## config.mk

```make
export PLATFORM = sky130hd
export DESIGN_NAME = uart_tx_scheduler_flat
export DESIGN_NICKNAME = d
export VERILOG_FILES = /design/src/rtl/uart_tx_scheduler_if.sv /design/src/rtl/uart_tx_scheduler.sv /design/src/flat_wrapper.sv
export SDC_FILE = /design/constraint.sdc
export NUM_CORES = 1
export LEC_CHECK = 0
export ABC_AREA = 1
export CELL_PAD_IN_SITES_DETAIL_PLACEMENT = 2
export CELL_PAD_IN_SITES_GLOBAL_PLACEMENT = 2
export CORE_MARGIN = 2
export CORE_UTILIZATION = 30
export DETAILED_ROUTE_END_ITERATION = 7
export DONT_BUFFER_PORTS = 1
export PLACE_DENSITY_LB_ADDON = 0.1
export SETUP_SLACK_MARGIN = 0.05
export SLEW_MARGIN = 0
export SYNTH_ARGS = -nofsm -noshare
export SYNTH_HDL_FRONTEND = slang
export SYNTH_SLANG_ARGS = --single-unit
```

## constraint.sdc

```tcl
create_clock -name clk -period 2.36 [get_ports clk]
set_input_delay 0.708 -clock clk [delete_from_list [all_inputs] [get_ports clk]]
set_output_delay 0.708 -clock clk [all_outputs]
set_load 0.03 [all_outputs]
```

## src/rtl/uart_tx_scheduler_if.sv

```systemverilog
// Request/transmit bundle between clients, the scheduler and the UART transmitter.
// master drives requests; slave is the scheduler side.
interface uart_tx_scheduler_if #(
    parameter int NUM_REQ = 4
);
    localparam int IW = (NUM_REQ > 1) ? $clog2(NUM_REQ) : 1;

    logic [NUM_REQ-1:0]   req_valid;
    logic [8*NUM_REQ-1:0] req_data;
    logic [NUM_REQ-1:0]   req_ack;
    logic [7:0]           tx_data;
    logic                 tx_transmit;
    logic                 busy;
    logic [IW-1:0]        grant_id;

    modport master (
        output req_valid,
        output req_data,
        input  req_ack,
        input  tx_data,
        input  tx_transmit,
        input  busy,
        input  grant_id
    );

    modport slave (
        input  req_valid,
        input  req_data,
        output req_ack,
        output tx_data,
        output tx_transmit,
        output busy,
        output grant_id
    );
endinterface

```

## src/rtl/uart_tx_scheduler.sv

```systemverilog
// Round-robin scheduler sharing one 8N1 UART transmitter among NUM_REQ clients.
// Frame timing comes from one timer since it has no busy feedback.
module uart_tx_scheduler #(
    parameter int NUM_REQ      = 4,
    parameter int CLKS_PER_BIT = 10417,
    parameter int FRAME_BITS   = 10,
    parameter int HOLD_CLKS    = 15000,
    parameter int GAP_BITS     = 1
) (
    input logic clk,
    input logic reset,
    uart_tx_scheduler_if.slave bus
);
    localparam int FRAME_CLKS = CLKS_PER_BIT * FRAME_BITS;
    localparam int GAP_CLKS   = CLKS_PER_BIT * GAP_BITS;
    localparam int BUSY_CLKS  = FRAME_CLKS + GAP_CLKS;
    localparam int TW         = $clog2(BUSY_CLKS);
    localparam int IW         = (NUM_REQ > 1) ? $clog2(NUM_REQ) : 1;

    localparam logic [TW-1:0] HOLD_END  = TW'(HOLD_CLKS - 1);
    localparam logic [TW-1:0] FRAME_END = TW'(FRAME_CLKS - 1);
    localparam logic [TW-1:0] BUSY_END  = TW'(BUSY_CLKS - 1);

    typedef enum logic [1:0] {
        IDLE,
        SEND,
        WAIT,
        GAP
    } state_t;

    state_t        state;
    logic [TW-1:0] timer;
    logic [IW-1:0] ptr;

    logic          found;
    logic [IW-1:0] win;
    logic [IW-1:0] cand;

    // Pick the first valid client after the last one served, wrapping around.
    always_comb begin
        found = 1'b0;
        win   = '0;
        cand  = '0;
        for (int k = 1; k <= NUM_REQ; k++) begin
            cand = IW'((int'(ptr) + k) % NUM_REQ);
            if (!found && bus.req_valid[cand]) begin
                found = 1'b1;
                win   = cand;
            end
        end
    end

    // Frame sequencer: accept, hold transmit, wait out frame and guard gap.
    always_ff @(posedge clk) begin
        if (reset) begin
            state           <= IDLE;
            timer           <= '0;
            ptr             <= IW'(NUM_REQ - 1);
            bus.req_ack     <= '0;
            bus.tx_data     <= '0;
            bus.tx_transmit <= 1'b0;
            bus.busy        <= 1'b0;
            bus.grant_id    <= '0;
        end else begin
            bus.req_ack <= '0;
            unique case (state)
                IDLE: begin
                    if (found) begin
                        bus.tx_data     <= bus.req_data[8*int'(win) +: 8];
                        bus.grant_id    <= win;
                        ptr             <= win;
                        bus.req_ack     <= {{(NUM_REQ-1){1'b0}}, 1'b1} << win;
                        bus.tx_transmit <= 1'b1;
                        bus.busy        <= 1'b1;
                        timer           <= '0;
                        state           <= SEND;
                    end
                end
                SEND: begin
                    timer <= timer + 1'b1;
                    if (timer == HOLD_END) begin
                        bus.tx_transmit <= 1'b0;
                        state           <= WAIT;
                    end
                end
                WAIT: begin
                    if (timer == BUSY_END) begin
                        bus.busy <= 1'b0;
                        state    <= IDLE;
                    end else begin
                        timer <= timer + 1'b1;
                        if (timer == FRAME_END) begin
                            state <= GAP;
                        end
                    end
                end
                GAP: begin
                    if (timer == BUSY_END) begin
                        bus.busy <= 1'b0;
                        state    <= IDLE;
                    end else begin
                        timer <= timer + 1'b1;
                    end
                end
                default: state <= IDLE;
            endcase
        end
    end
endmodule

```

## src/flat_wrapper.sv

```systemverilog
// flat-port wrapper written by rule: the top's interface ports become plain ports
module uart_tx_scheduler_flat 
#(
    parameter int NUM_REQ      = 4,
    parameter int CLKS_PER_BIT = 10417,
    parameter int FRAME_BITS   = 10,
    parameter int HOLD_CLKS    = 15000,
    parameter int GAP_BITS     = 1
)
  (clk, reset, bus_req_valid, bus_req_data, bus_req_ack, bus_tx_data, bus_tx_transmit, bus_busy, bus_grant_id);
  uart_tx_scheduler_if #(.NUM_REQ(NUM_REQ)) bus_i ();
  input logic clk;
  input logic reset;
  input wire logic [$bits(bus_i.req_valid)-1:0] bus_req_valid;
  input wire logic [$bits(bus_i.req_data)-1:0] bus_req_data;
  output wire logic [$bits(bus_i.req_ack)-1:0] bus_req_ack;
  output wire logic [$bits(bus_i.tx_data)-1:0] bus_tx_data;
  output wire logic [$bits(bus_i.tx_transmit)-1:0] bus_tx_transmit;
  output wire logic [$bits(bus_i.busy)-1:0] bus_busy;
  output wire logic [$bits(bus_i.grant_id)-1:0] bus_grant_id;
  assign bus_i.req_valid = bus_req_valid;
  assign bus_i.req_data = bus_req_data;
  assign bus_req_ack = bus_i.req_ack;
  assign bus_tx_data = bus_i.tx_data;
  assign bus_tx_transmit = bus_i.tx_transmit;
  assign bus_busy = bus_i.busy;
  assign bus_grant_id = bus_i.grant_id;
  uart_tx_scheduler #(.NUM_REQ(NUM_REQ), .CLKS_PER_BIT(CLKS_PER_BIT), .FRAME_BITS(FRAME_BITS), .HOLD_CLKS(HOLD_CLKS), .GAP_BITS(GAP_BITS)) u_core (.clk(clk), .reset(reset), .bus(bus_i));
endmodule
```

==> flow_summary.toml <==
[clock_tree]
clock-root-buffer = "clkbuf_8"
clk_latency_ns = 0.30
cts_setup_buffers = 0
clockBufferDepth = 2
htreeDepth = 2
cts_tree = "yes"
cts_buffers = 5
cts-resized-gates = 0
postCtsHoldBufs = 0
clk_pin_slew_worst_paths_ns = 0.09
cts_sinks = 37

[synthesis]
yosysWarnings = 0
synth_largest_area_cell = "dfxtp_1"
synth_flop_cell = "dfxtp_1"
synth_edf_count = 0
yosysUniqueCellTypes = 32
avgSynthCellArea_um2 = 6.28
synth-seq-cells = 37
synth_area_leaders = "dfxtp_1 31%, nand2_1 18%, nand3_1 12%"
syn-cell-area_um2 = 2400
syn_nets = 423
synth_top_area_share_pct = 30.9
netlist_instances = 382
synth-seq-area-share_pct = 30.9
synth-async-reset-ratio_pct = 0

[placement]
gp_congestion = 0.771
numPortBuffers = 0
place_inst = 479
place_area_um2 = 2480
dp.final_hpwl_um = 6180

[cells_and_area]
final_util_pct = 33.3
n_fill_cell = 983
drive_above_1_share_pct = 11.2
fin_cells = 487
final_common_cell = "nand2_1"
final_cell_mix = "115 x nand2_1, 59 x nand3_1, 41 x inv_1"
area_growth_pct = 7.41
nets = 425
postLayoutCellArea_um2 = 2580
n_antenna_cell = 0

[sta]
worst_pin_slew_ns = 0.501
slew_headroom_pct = 66.4
rsz0062_at_grt = "false"
period_minus_slack_ns = 2.00
slew_viol_final = 0
setup_viol = 0
finClkSkew_ns = 0.00837
finalCritPeriodShare_pct = 84.9
clock.fmax_ghz = 0.499
setup_tns_ns = 0
finalHoldViolCount = 0

[worst_setup_path]
critPathRequiredTime_ns = 2.55
critPathCaptureType = "flip-flop"
reg2reg_from = "u_core.ptr[1]"
crit_arrival_ns = 2.19
r2r-end = "u_core.bus.tx_data[3]"
critPathMaxFanout = 6
cp-start-kind = "flip-flop"
reg2reg_slack_ns = 0.36
path_class = "flip-flop to flip-flop"
reg2reg_depth = 11

[pwr]
p_per_area_nw_per_um2 = 1220
total_power_mw = 3.14
ir_worst_vdd_uv = 450
cellLeakagePower_nw = 1.12

[global_route]
grt_pass1_vias = 2703
grt_pass1_wl_um = 13500
gr-total-overflow = 0
track_usage_pct = 19.5
grt_max_degree = 20
antenna_found_initial = 0

[min_path]
hold_path_class = "primary input to flip-flop"
whs_path_depth = 1
worstHoldEndpoint = "u_core.timer[11]"
worstHoldStart = "reset"

[routing]
drcViolationCount = 0
vias = 2445
wl_per_cell_um = 16.0
finalWirelength_um = 7800
drtPass1Iterations = 4
postRouteAntennaNets = 0
drt_iter0_drc = 55
via_per_inst = 5.02

[floorplanning]
pin_count = 54
die_area_um2 = 8730
dieHeight_um = 93.4
rows = 32
fp.dieW_um = 93.4
coreArea_um2 = 7730
initial_core_util_pct = 31.0

[flow_run]
drv_cap = 0

[run_status]
status = "completed"
==> synthesized netlist by cell type, types with 3 or more instances <==
master	count
a21oi_2	3
nand2_1	115
buf_6	4
nand3_1	59
xor2_1	9
nand4_1	6
dfxtp_1	37
nor2_1	31
nand2_2	10
ha_1	3
nor3_1	9
inv_1	41
o21ai_0	8
a21oi_1	16
nor2_2	3
inv_2	6
==> power breakdown <==
group          leakage [nW]  internal (mW)  total (mW)  switching (mW)
combinational         0.768          0.466        1.58            1.12
clock                0.0452          0.216       0.486           0.271
sequential            0.302          0.771        1.07           0.300
==> sequential cells by signal, indices dropped and copies added, names as in the netlist <==
| register | count |
|---|---|
| u_core.state | 2 |
| u_core.bus.req_ack | 4 |
| u_core.bus.tx_transmit | 1 |
| u_core.bus.grant_id | 2 |
| u_core.bus.tx_data | 8 |
| u_core.bus.busy | 1 |
| u_core.ptr | 2 |
| u_core.timer | 17 |
==> cell type report <==
cell class	instances	area [µm²]	area share (%)
sequential	37	741	28.8
multi-input combinational	286	1390	53.8
tap	102	128	4.95
clock buffer	5	68.8	2.67
timing repair buffer	7	52.6	2.04
inverter	47	176	6.85
clock inverter	3	25.0	0.971
==> stage by stage <==
step,hold slack (ns),setup WS [ns]
2_1_floorplan,0.481,0.543
3_3_place_gp,0.500,0.265
3_5_place_dp,0.516,0.159
4_1_cts,0.453,0.355
5_1_grt,0.446,0.106
6_report,0.464,0.355
==> critical path: stages, from the launching register on <==
cell	delay, ns
dfxtp_1	0.44
inv_2	0.11
nand2_1	0.07
nand2_1	0.09
nand2_1	0.10
nand2_1	0.10
o21ai_0	0.16
nand2_1	0.11
a21oi_2	0.39
nor2_2	0.12
nand3_1	0.11
nand3_1	0.08
==> worst max path at each step <==
stage,startpoint,to,slack [ns],cells after the start
global route,u_core.timer[12],u_core.timer[3],0.11,10
global placement,bus_req_valid[2],u_core.bus.tx_data[1],0.27,12
floorplan,bus_req_valid[3],u_core.bus.tx_data[6],0.54,13
finish,u_core.ptr[1],u_core.bus.tx_data[3],0.36,11
detailed placement,bus_req_valid[2],u_core.bus.tx_data[3],0.16,12
CTS,u_core.ptr[1],u_core.bus.tx_data[3],0.35,13
==> cell families (layout without fill, tap and decap cells) <==
group / after synthesis / after routing / synth area share [%]
flip-flops: 37 / 37 / 30.9
buffers and inverters: 59 / 62 / 11.4
AND/OR/NAND/NOR: 241 / 241 / 44.9
AO/OA/AOI/OAI: 31 / 31 / 7.25
XOR/XNOR: 11 / 11 / 4.02
adder cells (fa/ha/maj): 3 / 3 / 1.57
==> routing by layer <==
metal	part of all wire, %	global-route usage [%]	vias up
met3	3.5	3.95	6
met1	49	25.7	1181
li1	-	-	1218
met2	46	32.6	40
met4	1.0	4.29	0
met5	0	0	-
No activity file was read; power rests on OpenSTA's default activity.
